**src/rtl/seg_display_mux.sv**
```systemverilog
// Samples a 4-bit bouncing counter, shows it as two multiplexed decimal digits on a
// common-anode 7-segment display, and tracks direction/reversals. Define DIR_DP_EN to add the dp port.
module seg_display_mux #(
   parameter int REFRESH_W   = 16,
   parameter int REFRESH_DIV = 50000
) (
   input  logic                 clk,
   input  logic                 clr_n,
   input  logic                 en,
   input  logic [3:0]           valor,
   output logic [6:0]           seg,
   output logic [1:0]           an,
   output logic                 dir,
   output logic [7:0]           peak_cnt
`ifdef DIR_DP_EN
   ,
   output logic                 dp
`endif
);

   localparam logic [REFRESH_W-1:0] REFRESH_LAST = REFRESH_W'(REFRESH_DIV - 1);

   logic [3:0]           valor_q;
   logic [REFRESH_W-1:0] refresh_cnt;
   logic                 refresh_wrap;
   logic                 digit_sel;
   logic                 new_dir;
   logic                 reverse;
   logic                 tens;
   logic [3:0]           ones;

   function automatic logic [6:0] seg_code(input logic [3:0] d);
      case (d)
         4'd0:    seg_code = 7'h40;
         4'd1:    seg_code = 7'h79;
         4'd2:    seg_code = 7'h24;
         4'd3:    seg_code = 7'h30;
         4'd4:    seg_code = 7'h19;
         4'd5:    seg_code = 7'h12;
         4'd6:    seg_code = 7'h02;
         4'd7:    seg_code = 7'h78;
         4'd8:    seg_code = 7'h00;
         4'd9:    seg_code = 7'h10;
         default: seg_code = 7'h7F;
      endcase
   endfunction

   // Equal samples keep the previous direction, so new_dir defaults to dir.
   always_comb begin
      new_dir = dir;
      if (valor > valor_q)
         new_dir = 1'b0;
      else if (valor < valor_q)
         new_dir = 1'b1;
      reverse = en && (new_dir != dir);
   end

   always_ff @(posedge clk or negedge clr_n) begin
      if (!clr_n) begin
         valor_q  <= 4'd0;
         dir      <= 1'b0;
         peak_cnt <= 8'd0;
      end else if (en) begin
         valor_q <= valor;
         if (reverse) begin
            dir <= new_dir;
            if (peak_cnt != 8'hFF)
               peak_cnt <= peak_cnt + 8'd1;
         end
      end
   end

   assign refresh_wrap = (refresh_cnt == REFRESH_LAST);

   always_ff @(posedge clk or negedge clr_n) begin
      if (!clr_n) begin
         refresh_cnt <= '0;
         digit_sel   <= 1'b0;
      end else if (refresh_wrap) begin
         refresh_cnt <= '0;
         digit_sel   <= ~digit_sel;
      end else begin
         refresh_cnt <= refresh_cnt + 1'b1;
      end
   end

   always_comb begin
      tens = (valor_q >= 4'd10);
      ones = tens ? (valor_q - 4'd10) : valor_q;
   end

   // A zero tens digit is blanked but its anode still cycles so the refresh duty stays even.
   always_ff @(posedge clk or negedge clr_n) begin
      if (!clr_n) begin
         an  <= 2'b11;
         seg <= 7'h7F;
      end else if (!digit_sel) begin
         an  <= 2'b10;
         seg <= seg_code(ones);
      end else begin
         an  <= 2'b01;
         seg <= tens ? seg_code(4'd1) : 7'h7F;
      end
   end

`ifdef DIR_DP_EN
   always_ff @(posedge clk or negedge clr_n) begin
      if (!clr_n)
         dp <= 1'b1;
      else
         dp <= ~(~digit_sel & dir);
   end
`endif

endmodule

```
**config.mk**
```make
export PLATFORM = sky130hd
export DESIGN_NAME = seg_display_mux
export DESIGN_NICKNAME = d
export VERILOG_FILES = /design/src/rtl/seg_display_mux.sv
export SDC_FILE = /design/constraint.sdc
export NUM_CORES = 1
export LEC_CHECK = 0
export CAP_MARGIN = 20
export CORE_ASPECT_RATIO = 0.7
export CORE_UTILIZATION = 38
export DETAILED_ROUTE_END_ITERATION = 10
export PLACE_DENSITY = 0.59
export SYNTH_ARGS = -nofsm -noshare
export SYNTH_HDL_FRONTEND = slang
export SYNTH_SLANG_ARGS = --single-unit
export TNS_END_PERCENT = 100
```
**constraint.sdc**
```tcl
create_clock -name clk -period 2.25 [get_ports clk]
set_clock_uncertainty 0.1 [all_clocks]
set_input_delay 0.225 -clock clk [delete_from_list [all_inputs] [get_ports clk]]
set_output_delay 0.225 -clock clk [all_outputs]
set_load 0.01 [all_outputs]
```
==> impl_metrics.yaml, run 1 <==
finish:
  final_area_sq_mm: 0.00254
  regArea_sq_um: 987
  antennaDiodeCount: 0
  drive_above_1_share_pct: 15.5
  syn_to_final_growth_pct: 24.4
  multi_input_area_sq_mm: 0.00100
  nets: 248
  fillers: 440
critical_path:
  reg2reg_depth: 7
  crit_fanout: 3
  crit_path_max_incr_delay_ps: 370
  required_ps: 2330
  setup.worst_path.class: "reg -> reg"
  path_cells: "inv_1 > ha_1 > nor2b_4 > o211ai_4 > a21o_4 > a211oi_1 > mux2_2"
  cp-start-kind: "flop"
  crit_start: "valor_q[1]"
  cp.arrival_ps: 2110
  r2r_slack_ps: 220
  path_delay_family: "compound AO/OA/AOI/OAI gates"
  reg2reg_from: "valor_q[1]"
  setup.worst_path.end_class: "flop"
  slowest_stage: "dfrtp_1"
  path_buf_inv: 1
  timing.rr.end: "peak_cnt[7]"
hold_path:
  holdPathStages: 0
  min-delay-start: "digit_sel"
  hp-class: "reg -> reg"
  min_to: "an[0]"
timing:
  rsz0062_at_grt: "false"
  worstMarginPinSlew_ps: 866
  drv_slew: 0
  hold_viol: 0
  setup-tns-final_ps: 0
  fin_crit_ps: 2030
  fmax_mhz: 492
  period_share_pct: 90.3
  setup_ws_ps: 219
  setup_viol: 0
  timing.slew.headroom_pct: 42.2
clocking:
  clockBufferDepth: 2
  root_buffer: "clkbuf_8"
  insertion_delay_ps: 290
  cts_tree: "yes"
  cts_buffers: 5
  htreeDepth: 2
  cts_resized: 0
  clk_pin_slew_ps: 80
  cts.sinks: 39
detailed_routing:
  route.detailed.drc: 0
  wirelength_microns: 3850
  via_count: 1498
  via_per_inst: 4.98
  dr.pass1.iters: 4
  antenna_left: 0
  routedWlPerCell_microns: 12.8
  dr.first_iter.drc_count: 116
yosys:
  ys_seq_elements: 39
  synthArstFlopShare_pct: 100
  syn_area_sq_mm: 0.00205
  ys_warn_count: 0
  ys.flop_type: "dfrtp_1"
  yosysSeqAreaShare_pct: 48.3
  yosysTopAreaCellShare_pct: 36.7
  synth_area_leaders: "dfrtp_1, dfstp_2, ha_1, xor2_1, nand2_1"
  synth-edff-count: 0
  synth_fp_nets: 211
  yosysUniqueCellTypes: 45
  avgSynthCellArea_sq_um: 10.5
  yosys.area.top_type: "dfrtp_1"
  syn_inst: 194
power_and_ir_drop:
  p_leak_nw: 1.09
  ir_drop_mv: 0.543
  power_density_mw_per_mm2: 865
placement:
  placed_area_sq_mm: 0.00242
  portBuffers: 24
  dpl_worst_slack_ps: -47.9
  dpl.hpwl_microns: 2750
  routabilityCongestion: 0.803
flow_run:
  drv_cap: 0
global_routing:
  grt_overflow: 0
  grt_max_degree: 40
  grt_pass1_vias: 1296
  grt_usage_pct: 15.1
  grt_pass1_wl_microns: 6370
  antenna_found_initial: 0
status:
  status: "completed"
die:
  ios: 25
  rows: 21
  start_util_pct: 41.2
  die_height_microns: 63.4
  die-area_sq_mm: 0.00569
  dieWidth_microns: 89.7
  core_area_sq_mm: 0.00497
==> state kept, by name (all words and copies together), names as in the netlist <==
register and cells:
digit_sel 1, dir 1, valor_q 4, seg 7, an 2, refresh_cnt 16, peak_cnt 8
==> metrics by stage <==
step	hold slack, ps	utilization, %	cells	total power (W)
after floorplan	-171	-	194	0.00127
after global placement	301	48.7	292	0.00160
after detailed placement	301	48.7	292	0.00160
after CTS	358	51.2	301	0.00223
after global routing	380	51.2	301	0.00233
final	363	51.2	301	0.00220
==> cells by family after synthesis <==
| kind of cell | share of synthesized area [%] |
|---|---|
| compound gates | 14.2 |
| xor+xnor | 7.71 |
| fa+ha+maj | 6.12 |
| buf+inv | 2.69 |
| flops | 48.3 |
| mux | 2.14 |
| simple gates | 18.9 |
==> worst max path at each step <==
stage,endpoint,slack (ps),cells after the start
after floorplan,peak_cnt[7],120,7
final,peak_cnt[7],220,7
after CTS,peak_cnt[7],210,7
after global routing,peak_cnt[5],120,8
after global placement,peak_cnt[7],-40,8
after detailed placement,peak_cnt[7],-50,8
==> power by group <==
group	internal, W	total [W]	leakage (nW)	switching (W)
Clock	0.000359	0.000614	0.0612	0.000255
Combinational	0.000354	0.000650	0.553	0.000296
Sequential	0.000830	0.000938	0.474	0.000109
==> synth_stat cells, types with 2 or more instances <==
master / n
dfrtp_1: 30
nand2_1: 20
nor2_1: 16
nand3_1: 11
xor2_1: 11
ha_1: 10
o21ai_0: 10
dfstp_2: 9
inv_1: 8
a21oi_1: 7
xnor2_1: 7
a211oi_1: 5
nand4_1: 4
nor3_1: 4
and4_1: 3
a21boi_0: 2
a31oi_1: 2
and2_1: 2
and3_1: 2
buf_2: 2
clkbuf_1: 2
nand2b_1: 2
nor2b_1: 2
nor4_1: 2
==> layer usage <==
metal	vias up	track usage, %	wire (microns)
met3	7	4.33	183
met1	699	24.5	2230
li1	755	-	-
met5	-	0	0
met2	37	18.3	1380
met4	0	5.36	51
==> what timing repair did <==
item,4_1_cts,5_1_grt
setup buffers,0,0
endpoints found under the setup margin,0,0
hold buffers,1,0
hold endpoints to repair,30,0
==> final cells by class <==
cell class	count	share of cell area, %
Inverter	8	1.18
Timing Repair Buffer	35	12.6
Tap cell	69	3.39
Clock buffer	6	3.24
Clock inverter	2	1.38
Sequential cell	39	38.8
Multi-Input combinational cell	142	39.4
==> placed cells by master, fill, tap and decap left out, types with 3 or more instances in the layout <==
cell type,n
xor2_1,11
ha_1,10
nand3_1,11
a211oi_1,5
nand4_1,4
dfrtp_1,30
nand2_1,20
nor2_1,16
clkbuf_8,6
xnor2_1,7
dfstp_2,9
clkdlybuf4s50_1,23
nor3_1,4
and4_1,3
buf_4,10
inv_1,8
a21oi_1,7
o21ai_0,10
No activity file was read; power rests on OpenSTA's default activity.
==> inputs of run 2 (changes only) <==
Settings changed: PLACE_DENSITY 0.59 to not set.
==> run 2 against run 1 <==
  * Critical path depth did not move
  * Non-clock buffer count rose by 1
  * Register-to-register slack got worse by 60 ps
  * Clock power fell by 16%
  * Global-route usage rose by 0.94 points
  * Via count barely moved
  * Sequential share of layout area barely moved
  * Sequential power barely moved
  * Die area did not move
  * Cell count rose by 0.33%
  * Core utilization rose by 0.050 points
  * Design area barely moved
==> impl_metrics.yaml, run 2 (same netlist as run 1, synthesis figures left out) <==
status:
  status: "completed"
clocking:
  clockBufferDepth: 2
  cts_setup_buffers: 0
  cts.sinks: 39
  root_buffer: "clkbuf_8"
  cts_buffers: 5
  insertion_delay_ps: 280
  cts_tree: "yes"
  htreeDepth: 2
  clk_pin_slew_ps: 70
critical_path:
  crit_path_max_incr_delay_ps: 390
  cp-endpoint: "peak_cnt[7]"
  crit_start: "valor_q[1]"
  path_cells: "inv_1 > ha_1 > nor2b_4 > o211ai_4 > a21o_4 > a211oi_1 > mux2_2"
  cp-start-kind: "flop"
  slowest_stage: "dfrtp_1"
  reg2reg_from: "valor_q[1]"
  r2r_slack_ps: 160
  crit_fanout: 4
  reg2reg_depth: 7
  cp.arrival_ps: 2170
  setup.worst_path.end_class: "flop"
  required_ps: 2320
  setup.worst_path.class: "reg -> reg"
  timing.rr.end: "peak_cnt[7]"
timing:
  rsz0062_at_grt: "false"
  timing.slew.headroom_pct: 41.0
  drv_slew: 0
  hold_viol: 0
  fmax_mhz: 477
  setup-tns-final_ps: 0
  worstMarginPinSlew_ps: 885
  period_share_pct: 93.1
  setup_viol: 0
  fin_crit_ps: 2090
finish:
  drive_above_1_share_pct: 15.5
  largest_reg_flops: 16
  reg_top3: "refresh_cnt x16, peak_cnt x8, seg x7"
  nets: 249
  final_cell_mix: "dfrtp_1, clkdlybuf4s50_1, nand2_1"
  fillers: 455
  final_common_cell: "dfrtp_1"
  fin_cells: 302
  syn_to_final_growth_pct: 24.5
  antennaDiodeCount: 0
  regMostFlops: "refresh_cnt"
detailed_routing:
  dr.pass1.iters: 4
  via_count: 1499
  via_per_inst: 4.96
  antenna_left: 0
  routedWlPerCell_microns: 13.2
  route.detailed.drc: 0
  dr.first_iter.drc_count: 54
  wirelength_microns: 3980
power_and_ir_drop:
  ir_drop_mv: 0.448
  swShare_pct: 30.5
  pwr-share-clk_pct: 24.3
  power_switching_w: 0.000647
  p_leak_nw: 1.09
  power_density_mw_per_mm2: 831
  pwr-share-seq_pct: 44.2
  combPwrFrac_pct: 31.5
  p_int_w: 0.00147
die:
  dieWidth_microns: 89.7
  core_area_sq_mm: 0.00497
  rows: 21
  ios: 25
  start_util_pct: 41.2
  die_height_microns: 63.4
  die-area_sq_mm: 0.00569
global_routing:
  grt_max_degree: 40
  grt_pass1_wl_microns: 6860
  busiest_layer: "met1"
  use_met1_pct: 25.1
  grt_pass1_vias: 1407
  grt_usage_pct: 16.0
  met2_usage_pct: 20.7
  antenna_found_initial: 0
  grt_overflow: 0
  gr-usage-met3_pct: 5.64
placement:
  dpl.hpwl_microns: 2900
  routabilityCongestion: 0.811
  portBuffers: 24
  dp.cells: 293
flow_run:
  drv_cap: 0
hold_path:
  hp-class: "reg -> reg"
[run 2: what timing repair did]
| item | CTS | global route |
|---|---|---|
| endpoints found under the hold margin | 30 | 0 |
| gates resized for setup | 0 | 0 |
| hold buffers | 1 | 0 |
[run 2: routing by layer]
metal	vias to the layer above	wire length, microns
met5	-	0
met4	0	19
met3	2	195
met2	34	1530
met1	694	2240
li1	769	-
[run 2: worst min path at each step]
stage,endpoint,from,depth (start not counted),slack [ps]
6_report,an[0],digit_sel,0,360
2_1_floorplan,digit_sel,clr_n,0,-170
4_1_cts,an[0],digit_sel,0,360
3_5_place_dp,valor_q[2],clr_n,1,300
5_1_grt,an[0],digit_sel,0,380
3_3_place_gp,valor_q[2],clr_n,1,300
[run 2: final cells by class]
type / count / area, sq um / share of cell area [%]
repair buffers: 36 / 340 / 13.4
well taps: 69 / 86.3 / 3.39
clock buffers: 8 / 100 / 3.93
flip-flops and latches: 39 / 987 / 38.8
inverters: 8 / 30.0 / 1.18
multi-input cells: 142 / 1000 / 39.4
[run 2: worst max-delay path: cells and delay by family, from the launching register on]
kind,cells,cell delay (ps)
buf+inv,1,70
simple gates,1,160
fa+ha+maj,1,290
compound gates,3,610
mux,1,370
flops,1,390
[run 2: through the flow]
stage               util (%)  hold WS [ps]  worst slack, ps  instance area (sq um)  total power [W]
floorplan                  -          -171              119                   2050          0.00127
global placement        49.1           296            -32.2                   2440          0.00161
detailed placement      49.1           301            -65.0                   2440          0.00161
CTS                     51.3           358              176                   2550          0.00214
global route            51.3           376             74.6                   2550          0.00226
finish                  51.3           355              156                   2550          0.00212
[run 2: power groups by stage]
stage	combinational (W)	sequential, W	clock (W)
after floorplan	0.000294	0.000980	0
after global placement	0.000654	0.000952	0
after detailed placement	0.000666	0.000946	0
after CTS	0.000672	0.000936	0.000535
after global routing	0.000734	0.000957	0.000564
final	0.000667	0.000935	0.000516
==> inputs of run 3 (changes only) <==
Settings changed: GPL_TIMING_DRIVEN set to 0, TNS_END_PERCENT 100 to 1.
==> run 3 against run 2 <==
  * Sequential share of layout area decreased by 0.43 points
  * Sequential power about the same
  * Critical endpoint unchanged
  * Worst hold slack improved by 17 ps
  * Global-route usage decreased by 0.074 points
  * Via count increased by 1.9%
  * Cell count increased by 0.33%
  * Total power increased by 4.1%
  * Routed wire length decreased by 1.9%
  * Die area unchanged
  * Setup slack got worse by 66 ps
==> impl_metrics.yaml, run 3 (same netlist as run 1, synthesis figures left out) <==
clocking:
  clockBufferDepth: 2
  htreeDepth: 2
  cts_tree: "yes"
  clk_pin_slew_ps: 80
  insertion_delay_ps: 290
  root_buffer: "clkbuf_8"
  cts_buffers: 5
  cts.sinks: 39
die:
  die-area_sq_mm: 0.00569
  core_area_sq_mm: 0.00497
  ios: 25
  dieWidth_microns: 89.7
  die_height_microns: 63.4
  start_util_pct: 41.2
  rows: 21
timing:
  worstMarginPinSlew_ps: 869
  timing.slew.headroom_pct: 42.1
  setup_ws_ps: 89.3
  drv_slew: 0
  fin_crit_ps: 2160
  setup-tns-final_ps: 0
  setup_viol: 0
  hold_viol: 0
  period_share_pct: 96.0
  fmax_mhz: 463
global_routing:
  grt_pass1_wl_microns: 6820
  grt_overflow: 0
  antenna_found_initial: 0
  grt_usage_pct: 16.0
  grt_max_degree: 40
  grt_pass1_vias: 1434
critical_path:
  cp-start-kind: "flop"
  setup.worst_path.class: "reg -> reg"
  slowest_stage: "dfrtp_1"
  path_cells: "inv_2 > ha_1 > nor2b_4 > o211ai_4 > buf_4 > a21o_4 > a211oi_2 > mux2_4"
  crit_path_max_incr_delay_ps: 370
  crit_fanout: 7
  cp.arrival_ps: 2250
  setup.worst_path.end_class: "flop"
  required_ps: 2340
finish:
  syn_to_final_growth_pct: 25.9
  reg_top3: "refresh_cnt x16, peak_cnt x8, seg x7"
  fillers: 462
  final_area_sq_mm: 0.00258
  antennaDiodeCount: 0
  multi_input_area_sq_mm: 0.00103
  final_cell_mix: "dfrtp_1, clkdlybuf4s50_1, nand2_1"
  regMostFlops: "refresh_cnt"
  drive_above_1_share_pct: 16.7
  regArea_sq_um: 987
  final_common_cell: "dfrtp_1"
  largest_reg_flops: 16
  nets: 250
detailed_routing:
  antenna_left: 0
  routedWlPerCell_microns: 12.9
  wirelength_microns: 3900
  via_per_inst: 5.04
  route.detailed.drc: 0
  via_count: 1527
  dr.pass1.iters: 4
  dr.first_iter.drc_count: 83
power_and_ir_drop:
  power_density_mw_per_mm2: 856
  ir_drop_mv: 0.523
  p_leak_nw: 1.09
status:
  status: "completed"
flow_run:
  drv_cap: 0
placement:
  dpl_worst_slack_ps: -235
  dpl.hpwl_microns: 2730
  routabilityCongestion: 0.731
  portBuffers: 24
  placed_area_sq_mm: 0.00237
hold_path:
  hp-class: "reg -> reg"
==> run 3: cell count changes in the layout (fill, tap and decap cells not counted), sizes merged <==
cell / delta
clkinv: +1
buf: -1
bufinv: +1
==> run 3: path summary, 6_finish.rpt <==
kind | end | startpoint | cells past startpoint | slack, ps
max in group asynchronous | valor_q[3] | clr_n | 2 | 1030
min | an[0] | digit_sel | 0 | 370
min in group asynchronous | refresh_cnt[7] | clr_n | 2 | 480
max | peak_cnt[7] | valor_q[1] | 8 | 90
max reg2reg | peak_cnt[7] | valor_q[1] | 8 | 90
min reg2reg | an[0] | digit_sel | 0 | 370
==> run 3: area by class of cell <==
cell class / count / area share [%]
Multi-Input combinational cell: 142 / 40.1
Sequential cell: 39 / 38.3
Tap cell: 69 / 3.35
Buffer: 5 / 0.971
Clock inverter: 2 / 1.36
Timing Repair Buffer: 32 / 11.6
Clock buffer: 6 / 3.21
Inverter: 8 / 1.17
==> run 3: repair_timing <==
action                                  4_1_cts  5_1_grt
pin swaps                                     0        5
endpoints found under the setup margin        1        1
hold endpoints to repair                     30        0
hold buffers                                  1        0
buffers inserted                              0        7
resized for setup                             4        2
==> run 3: stage by stage <==
step	cells	util (%)	power, W	hold WS, ps
after CTS	296	50.5	0.00221	381
final	303	51.9	0.00221	373
after global routing	303	51.9	0.00236	391
after global placement	287	47.8	0.00157	352
after floorplan	194	-	0.00127	-171
after detailed placement	287	47.7	0.00157	308
==> run 3: layer usage <==
| layer | GRT usage, % | vias up | wire length (microns) |
|---|---|---|---|
| li1 | - | 761 | - |
| met3 | 4.59 | 7 | 227 |
| met2 | 20.5 | 41 | 1480 |
| met1 | 24.7 | 718 | 2140 |
| met5 | 0 | - | 0 |
| met4 | 5.95 | 0 | 58 |
==> run 3: report_power, final <==
part | total (W) | switching [W] | internal, W
Clock | 0.000608 | 0.000250 | 0.000359
Combinational | 0.000664 | 0.000302 | 0.000362
Sequential | 0.000934 | 0.000104 | 0.000830
Total | 0.00221 | 0.000655 | 0.00155
==> run 3: worst max-delay path, delay by kind of cell, from the launching register on <==
kind	cells	cell delay (ps)
flops	1	370
fa+ha+maj	1	300
mux	1	320
compound gates	3	570
simple gates	1	160
buf+inv	2	240
